$ cat src/rtl/hazard_sequencer_pkg.sv
// hazard_sequencer_pkg: shared state encoding and stage-valid bit positions for the hazard sequencer.
package hazard_sequencer_pkg;
  typedef enum logic [1:0] {
    ST_EMPTY = 2'd0,
    ST_RUN   = 2'd1,
    ST_STALL = 2'd2,
    ST_FLUSH = 2'd3
  } state_t;
  localparam int V_IFID = 2;
  localparam int V_IDEX = 1;
  localparam int V_EXWB = 0;
endpackage

$ cat src/rtl/hazard_compare.sv
// hazard_compare: flags a read of one source specifier that matches either of two writing stage destinations.
module hazard_compare #(
  parameter int REGW = 6
) (
  input  logic [REGW-1:0] i_src,
  input  logic            i_uses,
  input  logic [REGW-1:0] i_rd_a,
  input  logic            i_wr_a,
  input  logic [REGW-1:0] i_rd_b,
  input  logic            i_wr_b,
  output logic            o_match
);
  assign o_match = i_uses & ((i_wr_a & (i_src == i_rd_a)) | (i_wr_b & (i_src == i_rd_b)));
endmodule

$ cat src/rtl/hazard_sequencer.sv
// hazard_sequencer: stall/flush control for a three-stage pipeline with stage-valid tracking and event counters.
module hazard_sequencer
  import hazard_sequencer_pkg::*;
#(
  parameter int REGW = 6,
  parameter int CNTW = 16
) (
  input  logic            clk,
  input  logic            rst,
  input  logic [REGW-1:0] in_rs,
  input  logic [REGW-1:0] in_rt,
  input  logic            in_ctrl_usesrs,
  input  logic            in_ctrl_usesrt,
  input  logic [REGW-1:0] in_idex_rd,
  input  logic            in_idex_ctrl_regwrt,
  input  logic [REGW-1:0] in_exwb_rd,
  input  logic            in_exwb_ctrl_regwrt,
  input  logic            in_ctrl_pcsel,
  output logic            out_ctrl_pcwrt,
  output logic            out_ctrl_ifidwrt,
  output logic            out_ctrl_ifidflush,
  output logic            out_ctrl_idexflush,
  output logic            out_ctrl_exwbflush,
  output logic            out_ctrl_pcsel,
  output logic [1:0]      out_state,
  output logic [2:0]      out_valid,
  output logic [CNTW-1:0] out_stallcnt,
  output logic [CNTW-1:0] out_flushcnt
);
  state_t          r_state, w_state_nxt;
  logic [2:0]      r_valid, w_valid_nxt;
  logic [CNTW-1:0] r_stallcnt, r_flushcnt;
  logic            w_wr_idex, w_wr_exwb, w_match_rs, w_match_rt, w_hazard, w_take, w_stall;

  assign w_wr_idex = r_valid[V_IDEX] & in_idex_ctrl_regwrt;
  assign w_wr_exwb = r_valid[V_EXWB] & in_exwb_ctrl_regwrt;

  hazard_compare #(.REGW(REGW)) u_cmp_rs (
    .i_src(in_rs), .i_uses(in_ctrl_usesrs),
    .i_rd_a(in_idex_rd), .i_wr_a(w_wr_idex),
    .i_rd_b(in_exwb_rd), .i_wr_b(w_wr_exwb),
    .o_match(w_match_rs)
  );

  hazard_compare #(.REGW(REGW)) u_cmp_rt (
    .i_src(in_rt), .i_uses(in_ctrl_usesrt),
    .i_rd_a(in_idex_rd), .i_wr_a(w_wr_idex),
    .i_rd_b(in_exwb_rd), .i_wr_b(w_wr_exwb),
    .o_match(w_match_rt)
  );

  assign w_hazard = r_valid[V_IFID] & (w_match_rs | w_match_rt);
  assign w_take   = in_ctrl_pcsel & r_valid[V_EXWB];
  // a redirect squashes everything, so a simultaneous hazard is never acted on
  assign w_stall  = w_hazard & ~w_take;

  always_comb begin
    w_valid_nxt = w_take ? 3'b100 :
                  w_hazard ? {r_valid[V_IFID], 1'b0, r_valid[V_IDEX]} :
                  {1'b1, r_valid[V_IFID], r_valid[V_IDEX]};
    w_state_nxt = w_take ? ST_FLUSH : w_hazard ? ST_STALL : (|w_valid_nxt) ? ST_RUN : ST_EMPTY;
    out_ctrl_pcwrt     = ~rst & ~w_stall;
    out_ctrl_ifidwrt   = ~rst & ~w_stall;
    out_ctrl_ifidflush = rst | w_take;
    out_ctrl_idexflush = rst | w_take | w_hazard;
    out_ctrl_exwbflush = rst | w_take;
    out_ctrl_pcsel     = ~rst & w_take;
  end

  always_ff @(posedge clk) begin
    if (rst) begin
      r_state    <= ST_EMPTY;
      r_valid    <= 3'b000;
      r_stallcnt <= '0;
      r_flushcnt <= '0;
    end else begin
      r_state <= w_state_nxt;
      r_valid <= w_valid_nxt;
      if (w_stall && !(&r_stallcnt)) r_stallcnt <= r_stallcnt + CNTW'(1);
      if (w_take && !(&r_flushcnt)) r_flushcnt <= r_flushcnt + CNTW'(1);
    end
  end

  assign out_state    = r_state;
  assign out_valid    = r_valid;
  assign out_stallcnt = r_stallcnt;
  assign out_flushcnt = r_flushcnt;
endmodule

$ cat config.mk
export PLATFORM = sky130hd
export DESIGN_NAME = hazard_sequencer
export DESIGN_NICKNAME = d
export VERILOG_FILES = /design/src/rtl/hazard_sequencer_pkg.sv /design/src/rtl/hazard_compare.sv /design/src/rtl/hazard_sequencer.sv
export SDC_FILE = /design/constraint.sdc
export NUM_CORES = 1
export LEC_CHECK = 0
export CAP_MARGIN = 20
export CORE_ASPECT_RATIO = 1.2
export CORE_MARGIN = 2
export CORE_UTILIZATION = 40
export CTS_CLUSTER_DIAMETER = 50
export CTS_CLUSTER_SIZE = 10
export DETAILED_ROUTE_END_ITERATION = 8
export PLACE_DENSITY = 0.71
export REMOVE_ABC_BUFFERS = 1
export SLEW_MARGIN = 25
export SYNTH_ARGS = -nofsm -noshare
export SYNTH_HDL_FRONTEND = slang
export SYNTH_HIERARCHICAL = 1
export SYNTH_SLANG_ARGS = --single-unit
$ cat constraint.sdc
create_clock -name clk -period 5.15 [get_ports clk]
set_input_delay 1.03 -clock clk [delete_from_list [all_inputs] [get_ports clk]]
set_output_delay 1.03 -clock clk [all_outputs]
set_load 0.02 [all_outputs]
## After elaboration in Yosys (flattened, before gate mapping)

Cells that the tools add are included.

| storage, ports and cells | value |
|---|---|
| bits in registers | 37 |
| output and inout port bits | 43 |
| word-level logic and storage cells | 43 |

| cells by class | value |
|---|---|
| add/sub/neg operators | 2 |
| eq/ne operators | 4 |
| muxes and demuxes | 5 |
| bitwise operators | 21 |
| reduce and logical (&&, ||, !) cells | 7 |

Operators with widths:

| operator | count |
|---|---|
| 16-bit by 1-bit adder with 16-bit output, second input constant | 2 |
| 16-bit AND reduction | 2 |
| 6-bit == test | 4 |
| 1-bit AND | 13 |
| 3-bit two-way mux | 2 |
| 1-bit OR | 5 |
| 2-bit two-way mux | 2 |
| 1-bit inverter | 3 |
| 3-bit OR reduction | 1 |
| 1-bit logical AND | 2 |
| 1-bit zero test | 2 |
| 1-bit two-way mux | 1 |

## Longest topological paths before layout

Gate-level depths: netlist (run 1).

| depth | value |
|---|---|
| word-level depth | 12 |
| depth in mapped cells | 8 |
| mapped depth without buffers | 8 |

## By module

Netlist (run 1), hierarchy kept.

Modules (own cells, without submodules):

| module | times used | cells each | area each (µm²) | sequential area each (µm²) |
|---|---|---|---|---|
| hazard_sequencer | 1 | 230 | 1943.1 | 740.7 |
| hazard_compare | 2 | 17 | 137.6 | 0.0 |

## Worst setup path after synthesis (run 1)

No wires, ideal clock.

| timing path | value |
|---|---|
| path type | input-to-output |
| from | input in_exwb_ctrl_regwrt |
| to | output out_ctrl_pcwrt |
| arrival | 2.547 ns |
| slack | 1.573 ns |
| cell stages on the path | 8 |
| buffers on the path | 1 |
| cells stage by stage | and2_2 -> nand4_1 -> nor4_1 -> o21a_1 -> o21ai_0 -> nor2_1 -> nor2_1 -> buf_4 |

| between the ends | value |
|---|---|
| longest elaborated chain between the ends | 9 |
| elaborated cells between the ends (all ways) | 12 |
| those cells by class | 12 x bitwise |

RTL lines:

| item | line | source |
|---|---|---|
| start: declaration | hazard_sequencer.sv:17 | `input logic in_exwb_ctrl_regwrt,` |
| 1-bit AND | hazard_sequencer.sv:36 | `assign w_wr_exwb = r_valid[V_EXWB] & in_exwb_ctrl_regwrt;` |
| 1-bit AND | hazard_compare.sv:13 | `assign o_match = i_uses & ((i_wr_a & (i_src == i_rd_a)) \| (i_wr_b & (i_src == i_rd_b)));` |
| 1-bit OR | hazard_compare.sv:13 |  |
| 1-bit AND | hazard_compare.sv:13 |  |
| net w_match_rt | hazard_sequencer.sv:33 | `logic w_wr_idex, w_wr_exwb, w_match_rs, w_match_rt, w_hazard, w_take, w_stall;` |
| 1-bit OR | hazard_sequencer.sv:52 | `assign w_hazard = r_valid[V_IFID] & (w_match_rs \| w_match_rt);` |
| 1-bit AND | hazard_sequencer.sv:52 |  |
| 1-bit AND | hazard_sequencer.sv:55 | `assign w_stall = w_hazard & ~w_take;` |
| 1-bit inverter | - |  |
| 1-bit AND | - |  |
| end: declaration | hazard_sequencer.sv:19 | `output logic out_ctrl_pcwrt,` |

The timed path passes the listed nets, and every way through them passes these cells.

## Worst setup path after layout (run 1)

| timing path | value |
|---|---|
| from | input in_idex_rd[1] |
| to | output out_ctrl_pcwrt |

| between the ends | value |
|---|---|
| longest elaborated chain between the ends | 9 |
| elaborated cells between the ends (all ways) | 13 |
| those cells by class | 2 x eq/ne; 11 x bitwise |

RTL lines:

| item | line | source |
|---|---|---|
| start: declaration | hazard_sequencer.sv:14 | `input logic [REGW-1:0] in_idex_rd,` |
| 6-bit == test | hazard_compare.sv:13 |  |
| 1-bit AND | hazard_compare.sv:13 |  |
| 1-bit OR | hazard_compare.sv:13 |  |
| 1-bit AND | hazard_compare.sv:13 |  |
| net w_match_rt | hazard_sequencer.sv:33 |  |
| 1-bit OR | hazard_sequencer.sv:52 |  |
| 1-bit AND | hazard_sequencer.sv:52 |  |
| 1-bit AND | hazard_sequencer.sv:55 |  |
| 1-bit inverter | hazard_sequencer.sv:62 | `out_ctrl_pcwrt = ~rst & ~w_stall;` |
| 1-bit AND | hazard_sequencer.sv:62 |  |

The timed path passes the listed nets, and every way through them passes these cells.

==> results.toml, run 1 <==
[global_routing]
grt_pass1_vias = 2107
grt_util_all_layers = 0.188
grt_antenna_before_repair = 0
grt_max_degree = 45
globalRoute.totalOverflow = 0
grt_first_pass_wirelength_um = 9440

[place]
hpwl_um = 4270
io_buffers = 73
placed_cells = 388
place.gp.congestion = 0.864

[synthesis]
syn_inst = 264
synth_edf_count = 0
muxShareOfSynthArea = 0.0801
netlist-cell-type-count = 46
synth_area_um2 = 2220
ys_warn_count = 6
synth_area_leaders = "dfxtp_1 (33%), mux2_2 (6.1%), xnor2_1 (4.7%)"
synth_fa_ha_area_frac = 0.0113
yosysTopAreaCell = "dfxtp_1"
postSynthAreaPerCell_um2 = 8.40
synth-xor-area-share = 0.0948
synth-simple-area-share = 0.306
synthFlopType = "dfxtp_1"
async_flop_share = 0
ys_seq_area_frac = 0.334
synth-compound-area-share = 0.135
synth_top_family_by_area = "simple AND/OR/NAND/NOR gates"
synthDominantCellAreaShare = 0.334
ys_ff_latch = 37

[clock_network]
clk_pin_slew_ps = 70
cts.repair.resized = 0
cts_tree = "yes"
clk_latency_ps = 290
post_cts_buffers = 0
cts_root_buffer = "clkbuf_8"
cts_made_buffers = 5
clock_sinks = 37
cts_max_path_buffers = 2
cts_hold_buf = 0
h-tree-depth = 2

[critical_path]
worstReg2RegEnd = "out_stallcnt[15]"
worst-endpoint-required_ps = 4120
reg2reg_setup_slack_ps = 2430
slowest_stage = "clkdlybuf4s50_1"
critPathKind = "in -> out"
r2r_cells = 8
r2r_start = "out_valid[0]"
path_cells = "clkdlybuf4s50_1, xor2_1, nor4_1, o21a_1, o21ai_0, nor2_1, nor2_1, clkdlybuf4s50_1"
crit_path_end_kind = "primary output"
slowest_delay_ps = 620
start_kind = "input pin"
arrival_ps = 3380
critPathMaxFanout = 5

[timing]
fin_hold_ws_ps = 504
setup-tns-final_ps = 0
finalCriticalPeriod_ps = 4410
setup_viol = 0
max_slew_margin = 0.685
max_freq_ghz = 0.227
final-hold-violation-count = 0
slew_violations = 0
fin_crit_sh = 0.857
rsz0062_at_grt = "false"
skew_ps = 9.97
worst_pin_slew_ps = 467

[layout]
layout_common_cells = "clkdlybuf4s50_1 (73), dfxtp_1 (37), nor2_1 (23)"
syn_to_final_growth_pct = 38.8
nets = 366
n_antenna_cell = 0
final_common_cell = "clkdlybuf4s50_1"
finalNonFillerCells = 395
drive_gt1_frac = 0.0811
utilization = 0.577

[detailed_routing]
ant_nets = 0
dr_total_vias = 2225
routed_wl_um = 5650
drc = 0
wl_per_cell_um = 14.3
drtPass1Iterations = 4
drt_iter0_drc = 116
drt-vias-per-instance = 5.63

[power]
finalPower_w = 0.000604
power_leakage_nw = 1.08
ir_worst_vdd_mv = 0.132
p_per_area_nw_per_um2 = 196

[floorplan]
die_w_um = 72.0
initial_core_util = 0.416
dieArea_um2 = 6160
fp.dieH_um = 85.6
io_pins = 74
row_count = 29
coreArea_um2 = 5330

[job]
drv_cap = 0

[hold_path]
holdPathEnd = "out_valid[0]"
hp-class = "reg -> reg"
hold_depth = 1
hold_start = "out_valid[1]"

[run_status]
status = "completed"
registers in the layout, indices dropped and copies added (netlist names):
register and count:
out_stallcnt 16, out_valid 3, out_state 2, out_flushcnt 16
how the worst max path moves through the flow:
stage | slack [ps] | cells past startpoint | endpoint | from
after floorplan | 1580 | 7 | out_ctrl_ifidwrt | in_exwb_ctrl_regwrt
after global placement | 780 | 9 | out_ctrl_ifidwrt | in_rt[4]
after detailed placement | 720 | 8 | out_ctrl_pcwrt | in_idex_rd[1]
after CTS | 710 | 8 | out_ctrl_pcwrt | in_idex_rd[1]
after global routing | 480 | 8 | out_ctrl_pcwrt | in_idex_rd[1]
final | 740 | 8 | out_ctrl_pcwrt | in_idex_rd[1]
routing by layer:
metal / vias up / part of all wire / GRT usage / wire (um)
li1: 1114 / - / - / -
met1: 1052 / 0.43 / 0.225 / 2430
met2: 57 / 0.52 / 0.343 / 2920
met3: 2 / 0.047 / 0.0317 / 267
met4: 0 / 0.0051 / 0.0515 / 29
met5: - / 0 / 0 / 0
cell type report:
class / count / area [um2]
multi-input cells: 209 / 1390
inverters: 5 / 18.8
flip-flops and latches: 37 / 741
clock buffers: 5 / 68.8
fillers: 508 / 2250
well taps: 62 / 77.6
repair buffers: 75 / 746
clock inverters: 2 / 35.0
cells by family (layout without fill, tap and decap cells):
family	after synthesis	in the layout
fa+ha+maj	2	2
xor+xnor	24	24
flops	37	37
simple gates	122	122
buf+inv	18	87
compound gates	45	45
mux	16	16
per-stage QoR:
| step | instance area [um2] | setup slack, ps |
|---|---|---|
| global route | 3080 | 476 |
| CTS | 3080 | 706 |
| global placement | 2980 | 785 |
| detailed placement | 2980 | 719 |
| finish | 3080 | 735 |
| floorplan | 2150 | 1580 |
critical path: cells and delay by family:
kind | cells | cell delay, ps
and+or+nand+nor | 3 | 400
xor gates and xnor gates | 1 | 200
AOI/OAI and AO/OA | 2 | 610
buffers and inverters | 2 | 1140
power by group:
group          switching (W)  leakage (nW)  internal [W]
Sequential        0.00000152         0.299      0.000288
Clock              0.0000986        0.0540      0.000141
Combinational      0.0000335         0.723     0.0000414
Total               0.000134          1.08      0.000470
cell usage after synthesis, types with 2 or more instances:
| cell | instances |
|---|---|
| ha_1 | 2 |
| a21oi_1 | 16 |
| nand3_1 | 9 |
| dfxtp_1 | 37 |
| nand2_1 | 21 |
| nand4_1 | 13 |
| inv_1 | 5 |
| and4_1 | 6 |
| mux2i_1 | 2 |
| nor4_1 | 8 |
| buf_4 | 2 |
| nor2b_1 | 14 |
| or3_1 | 6 |
| a41oi_1 | 2 |
| a211oi_1 | 3 |
| mux2_1 | 2 |
| clkbuf_1 | 7 |
| o21ai_0 | 6 |
| nor4b_1 | 2 |
| and3_1 | 6 |
| o31ai_1 | 3 |
| xor2_1 | 12 |
| o21a_1 | 3 |
| nor3_1 | 3 |
| mux2_2 | 12 |
| o311ai_0 | 3 |
| or4_1 | 4 |
| xnor2_1 | 12 |
| o41ai_1 | 4 |
| nor2_1 | 23 |
(Power assumes the default switching activity.)
==> run 2, diff against run 1 <==
Settings changed: PLACE_DENSITY 0.71 to 0.74.
Clock period 5.15 ns to 4.06 ns, I/O delays scaled along.
==> run 2 against run 1 <==
  * Total power up 31%
  * Sequential power rose by 27%
  * Combinational power rose by 29%
  * Die area unchanged
  * Routed wire length unchanged
  * Design area grew 0.89%
  * Critical path type unchanged
  * Critical endpoint is now out_ctrl_idexflush
  * Largest cell class unchanged
  * Largest power group unchanged
==> results.toml, run 2 (synthesis results as in run 1) <==
[layout]
utilization = 0.582
drive_gt1_frac = 0.0863
final_area_um2 = 3110
finalNonFillerCells = 398
n_antenna_cell = 0
final_common_cell = "clkdlybuf4s50_1"
layout_common_cells = "clkdlybuf4s50_1 (73), dfxtp_1 (37), nor2_1 (23)"
nets = 368
syn_to_final_growth_pct = 40.0

[clock_network]
cts_hold_buf = 0
clock_sinks = 37
cts_root_buffer = "clkbuf_8"
cts_max_path_buffers = 2
clk_pin_slew_ps = 80
clk_latency_ps = 280
cts_tree = "yes"
cts_made_buffers = 5
post_cts_buffers = 0
h-tree-depth = 2
cts.repair.resized = 0

[detailed_routing]
drc = 0
dr_total_vias = 2223
wl_per_cell_um = 14.2
routed_wl_um = 5650
drt-vias-per-instance = 5.59
drtPass1Iterations = 4
ant_nets = 0
drt_iter0_drc = 115

[timing]
final-hold-violation-count = 0
fin_crit_sh = 0.929
setup_ws_ps = 288
setup_viol = 0
worst_pin_slew_ps = 436
finalCriticalPeriod_ps = 3770
skew_ps = 9.34
setup-tns-final_ps = 0
max_freq_ghz = 0.265
rsz0062_at_grt = "false"
max_slew_margin = 0.707
slew_violations = 0

[critical_path]
critPathKind = "in -> out"
worstReg2RegEnd = "out_stallcnt[7]"
reg2reg_setup_slack_ps = 1420
crit_path_end_kind = "primary output"
start_kind = "input pin"
worst-endpoint-required_ps = 3250
arrival_ps = 2960
r2r_start = "out_valid[0]"
critPathMaxFanout = 4
r2r_cells = 9

[place]
io_buffers = 73
dpl_cell_area_um2 = 2990
hpwl_um = 4210
placed_cells = 390
place.gp.congestion = 0.915
pre_cts_ws_ps = 303

[power]
p_per_area_nw_per_um2 = 255
ir_worst_vdd_mv = 0.244
power_leakage_nw = 1.09

[floorplan]
row_count = 29
dieArea_um2 = 6160
coreArea_um2 = 5330
fp.dieH_um = 85.6
initial_core_util = 0.416
io_pins = 74
die_w_um = 72.0

[global_routing]
grt_util_met3 = 0.0364
use_met1 = 0.224
grt_first_pass_wirelength_um = 9100
use_met2 = 0.316
busiest_layer = "met2"
grt_antenna_before_repair = 0
grt_pass1_vias = 1976
grt_max_degree = 44
grt_util_all_layers = 0.182
globalRoute.totalOverflow = 0

[hold_path]
hold_start = "out_flushcnt[1]"
hold_depth = 2
holdPathEnd = "out_flushcnt[1]"
hp-class = "reg -> reg"

[run_status]
status = "completed"

[job]
drv_cap = 0
run 2: area by class of cell:
class | instances | area, um2
Timing Repair Buffer | 77 | 761
Clock inverter | 1 | 30.0
Clock buffer | 7 | 86.3
Sequential cell | 37 | 741
Multi-Input combinational cell | 209 | 1390
Inverter | 5 | 18.8
Fill cell | 482 | 2230
Tap cell | 62 | 77.6
run 2: how the worst max path moves through the flow:
stage                          to  slack (ps)  cells after the start                start
5_1_grt        out_ctrl_idexflush         170                      9             in_rt[3]
3_5_place_dp   out_ctrl_idexflush         300                      9             in_rt[3]
3_3_place_gp   out_ctrl_idexflush         310                      9             in_rt[3]
4_1_cts        out_ctrl_idexflush         300                      9             in_rt[3]
6_report       out_ctrl_idexflush         290                      9             in_rt[3]
2_1_floorplan    out_ctrl_ifidwrt         930                      7  in_exwb_ctrl_regwrt
run 2: critical path, stage by stage:
cell and delay, ps:
clkdlybuf4s50_1 450, xnor2_1 230, nand4_1 110, nor4_1 230, o21a_1 210, o21ai_0 120, buf_4 160, nand2_1 50
clkdlybuf4s50_1 590
run 2: through the flow:
stage	hold WS (ps)	power, W
after floorplan	555	0.000411
after global placement	491	0.000471
after global routing	515	0.000822
after detailed placement	490	0.000472
after CTS	501	0.000797
final	496	0.000792
run 2: where the power goes:
| group | internal (W) | total (W) | switching (W) |
|---|---|---|---|
| clock network | 0.000200 | 0.000328 | 0.000128 |
| registers | 0.000365 | 0.000367 | 0.00000194 |
| logic | 0.0000526 | 0.0000966 | 0.0000441 |
run 2: routing by layer:
| metal | wire length (um) | share of wire | vias to the layer above |
|---|---|---|---|
| met3 | 318 | 0.056 | 9 |
| li1 | - | - | 1116 |
| met4 | 96 | 0.017 | 0 |
| met2 | 2730 | 0.48 | 63 |
| met1 | 2510 | 0.44 | 1035 |
| met5 | 0 | 0 | - |
==> run 3, diff against run 2 <==
Settings changed: CORE_UTILIZATION 40 to 41, PLACE_DENSITY 0.74 to 0.76.
==> run 3 against run 2 <==
  * Cell count is 0.25% higher
  * Global-route usage is 1.3 points higher
  * Maximum frequency hardly changed
  * Critical endpoint unchanged
  * Die area is 2.3% lower
  * Worst hold slack better by 1.8 ps
  * Routed wire length is 4.1% higher
  * Largest power group is now the clock network
  * First-iteration DRC count is 17% higher
  * Design area is 0.81% higher
  * Highest routed layer unchanged
  * Via count is 1.7% higher
==> results.toml, run 3 (synthesis results as in run 1) <==
[run_status]
status = "completed"

[detailed_routing]
drt_iter0_drc = 135
wl_per_cell_um = 14.7
ant_nets = 0
drtPass1Iterations = 4
drt-vias-per-instance = 5.66
routed_wl_um = 5880
drc = 0
dr_total_vias = 2260

[clock_network]
clock_sinks = 37
cts.repair.resized = 0
post_cts_buffers = 0
clk_latency_ps = 300
clk_pin_slew_ps = 80
cts_root_buffer = "clkbuf_8"
cts_hold_buf = 0
h-tree-depth = 2
cts_tree = "yes"
cts_made_buffers = 5
cts_max_path_buffers = 2

[power]
power_leakage_nw = 1.10
ir_worst_vdd_mv = 0.211
switching_share = 0.218
finalPower_w = 0.000847
power.share.clock = 0.451
combPwrFrac = 0.115
p_per_area_nw_per_um2 = 271
p_seq_frac = 0.434
net-switching-power_w = 0.000185
intPower_w = 0.000663

[hold_path]
holdPathEnd = "out_flushcnt[1]"
hp-class = "reg -> reg"
hold_depth = 2
hold_start = "out_flushcnt[1]"

[critical_path]
path_cells = "clkdlybuf4s50_1, xnor2_1, nand4_1, nor4_1, o21a_1, o21ai_0, buf_4, nand2_1, clkdlybuf4s50_1"
worst-path-buf-inv = 3
slowest_delay_ps = 590
cp.depth = 9
r2r_cells = 9
critPathMaxFanout = 4
arrival_ps = 2960
r2r_start = "out_valid[0]"
critPathKind = "in -> out"
worstReg2RegEnd = "out_stallcnt[15]"
worst-endpoint-required_ps = 3250
reg2reg_setup_slack_ps = 1350
crit_path_end_kind = "primary output"
start_kind = "input pin"
cp_top_family = "buffers and inverters"
slowest_stage = "clkdlybuf4s50_1"
path_common_cell = "clkdlybuf4s50_1"

[layout]
drive_gt1_frac = 0.0920
nets = 369
regArea_um2 = 741
final_area_um2 = 3130
layout_common_cells = "clkdlybuf4s50_1 (73), dfxtp_1 (37), nor2_1 (23)"
fillers = 470
multi_input_area_um2 = 1390
syn_to_final_growth_pct = 41.2
n_antenna_cell = 0
final_common_cell = "clkdlybuf4s50_1"

[timing]
rsz0062_at_grt = "false"
slew_violations = 0
setup-tns-final_ps = 0
skew_ps = 12.4
setup_viol = 0
fin_crit_sh = 0.930
max_slew_margin = 0.562
final-hold-violation-count = 0
finalCriticalPeriod_ps = 3770
worst_pin_slew_ps = 652
max_freq_ghz = 0.265

[global_routing]
globalRoute.totalOverflow = 0
grt_max_degree = 32
grt_pass1_vias = 2148
grt_first_pass_wirelength_um = 9520
grt_util_all_layers = 0.195
grt_antenna_before_repair = 0

[floorplan]
io_pins = 74
initial_core_util = 0.422
row_count = 29
die_w_um = 71.2
dieArea_um2 = 6020
coreArea_um2 = 5260
fp.dieH_um = 84.6

[place]
place.gp.congestion = 0.889
dpl_cell_area_um2 = 3000
io_buffers = 73
hpwl_um = 4390

[job]
drv_cap = 0
## run 3: worst max-delay path by stage
| stage | start | to | slack [ps] |
|---|---|---|---|
| 4_1_cts | in_rt[3] | out_ctrl_idexflush | 300 |
| 2_1_floorplan | in_exwb_ctrl_regwrt | out_ctrl_ifidwrt | 930 |
| 6_report | in_rt[0] | out_ctrl_idexflush | 290 |
| 5_1_grt | in_rt[0] | out_ctrl_idexflush | 120 |
| 3_5_place_dp | in_rt[3] | out_ctrl_idexflush | 300 |
| 3_3_place_gp | in_rt[0] | out_ctrl_idexflush | 320 |
## run 3: final cells by class
class | instances | area share
repair buffers | 78 | 0.245
flip-flops and latches | 37 | 0.237
well taps | 62 | 0.0248
clock buffers | 5 | 0.0220
clock inverters | 3 | 0.0208
multi-input cells | 209 | 0.445
inverters | 5 | 0.00599
## run 3: tightest hold or removal path, cell delays in order, from the launching register on
cell	delay, ps
dfxtp_1	340
nand2_1	60
mux2i_1	50
## run 3: stage by stage
stage	utilization	setup slack, ps	hold WS (ps)	instances
3_5_place_dp	0.570	303	487	391
4_1_cts	0.595	297	499	399
6_report	0.595	285	498	399
5_1_grt	0.595	121	523	399
3_3_place_gp	0.570	320	481	391
2_1_floorplan	-	927	555	251
## run 3: power groups by stage
stage / logic (W) / registers, W / clock network, W
floorplan: 0.0000320 / 0.000379 / 0
global placement: 0.0000956 / 0.000376 / 0
detailed placement: 0.0000969 / 0.000376 / 0
CTS: 0.0000977 / 0.000367 / 0.000387
global route: 0.000104 / 0.000368 / 0.000399
finish: 0.0000978 / 0.000367 / 0.000382
## run 3: metal layers
metal,up-vias,global-route usage,routed length [um]
li1,1121,-,-
met1,1049,0.231,2520
met2,76,0.335,2910
met3,14,0.0480,320
met4,0,0.0755,134
met5,-,0,0
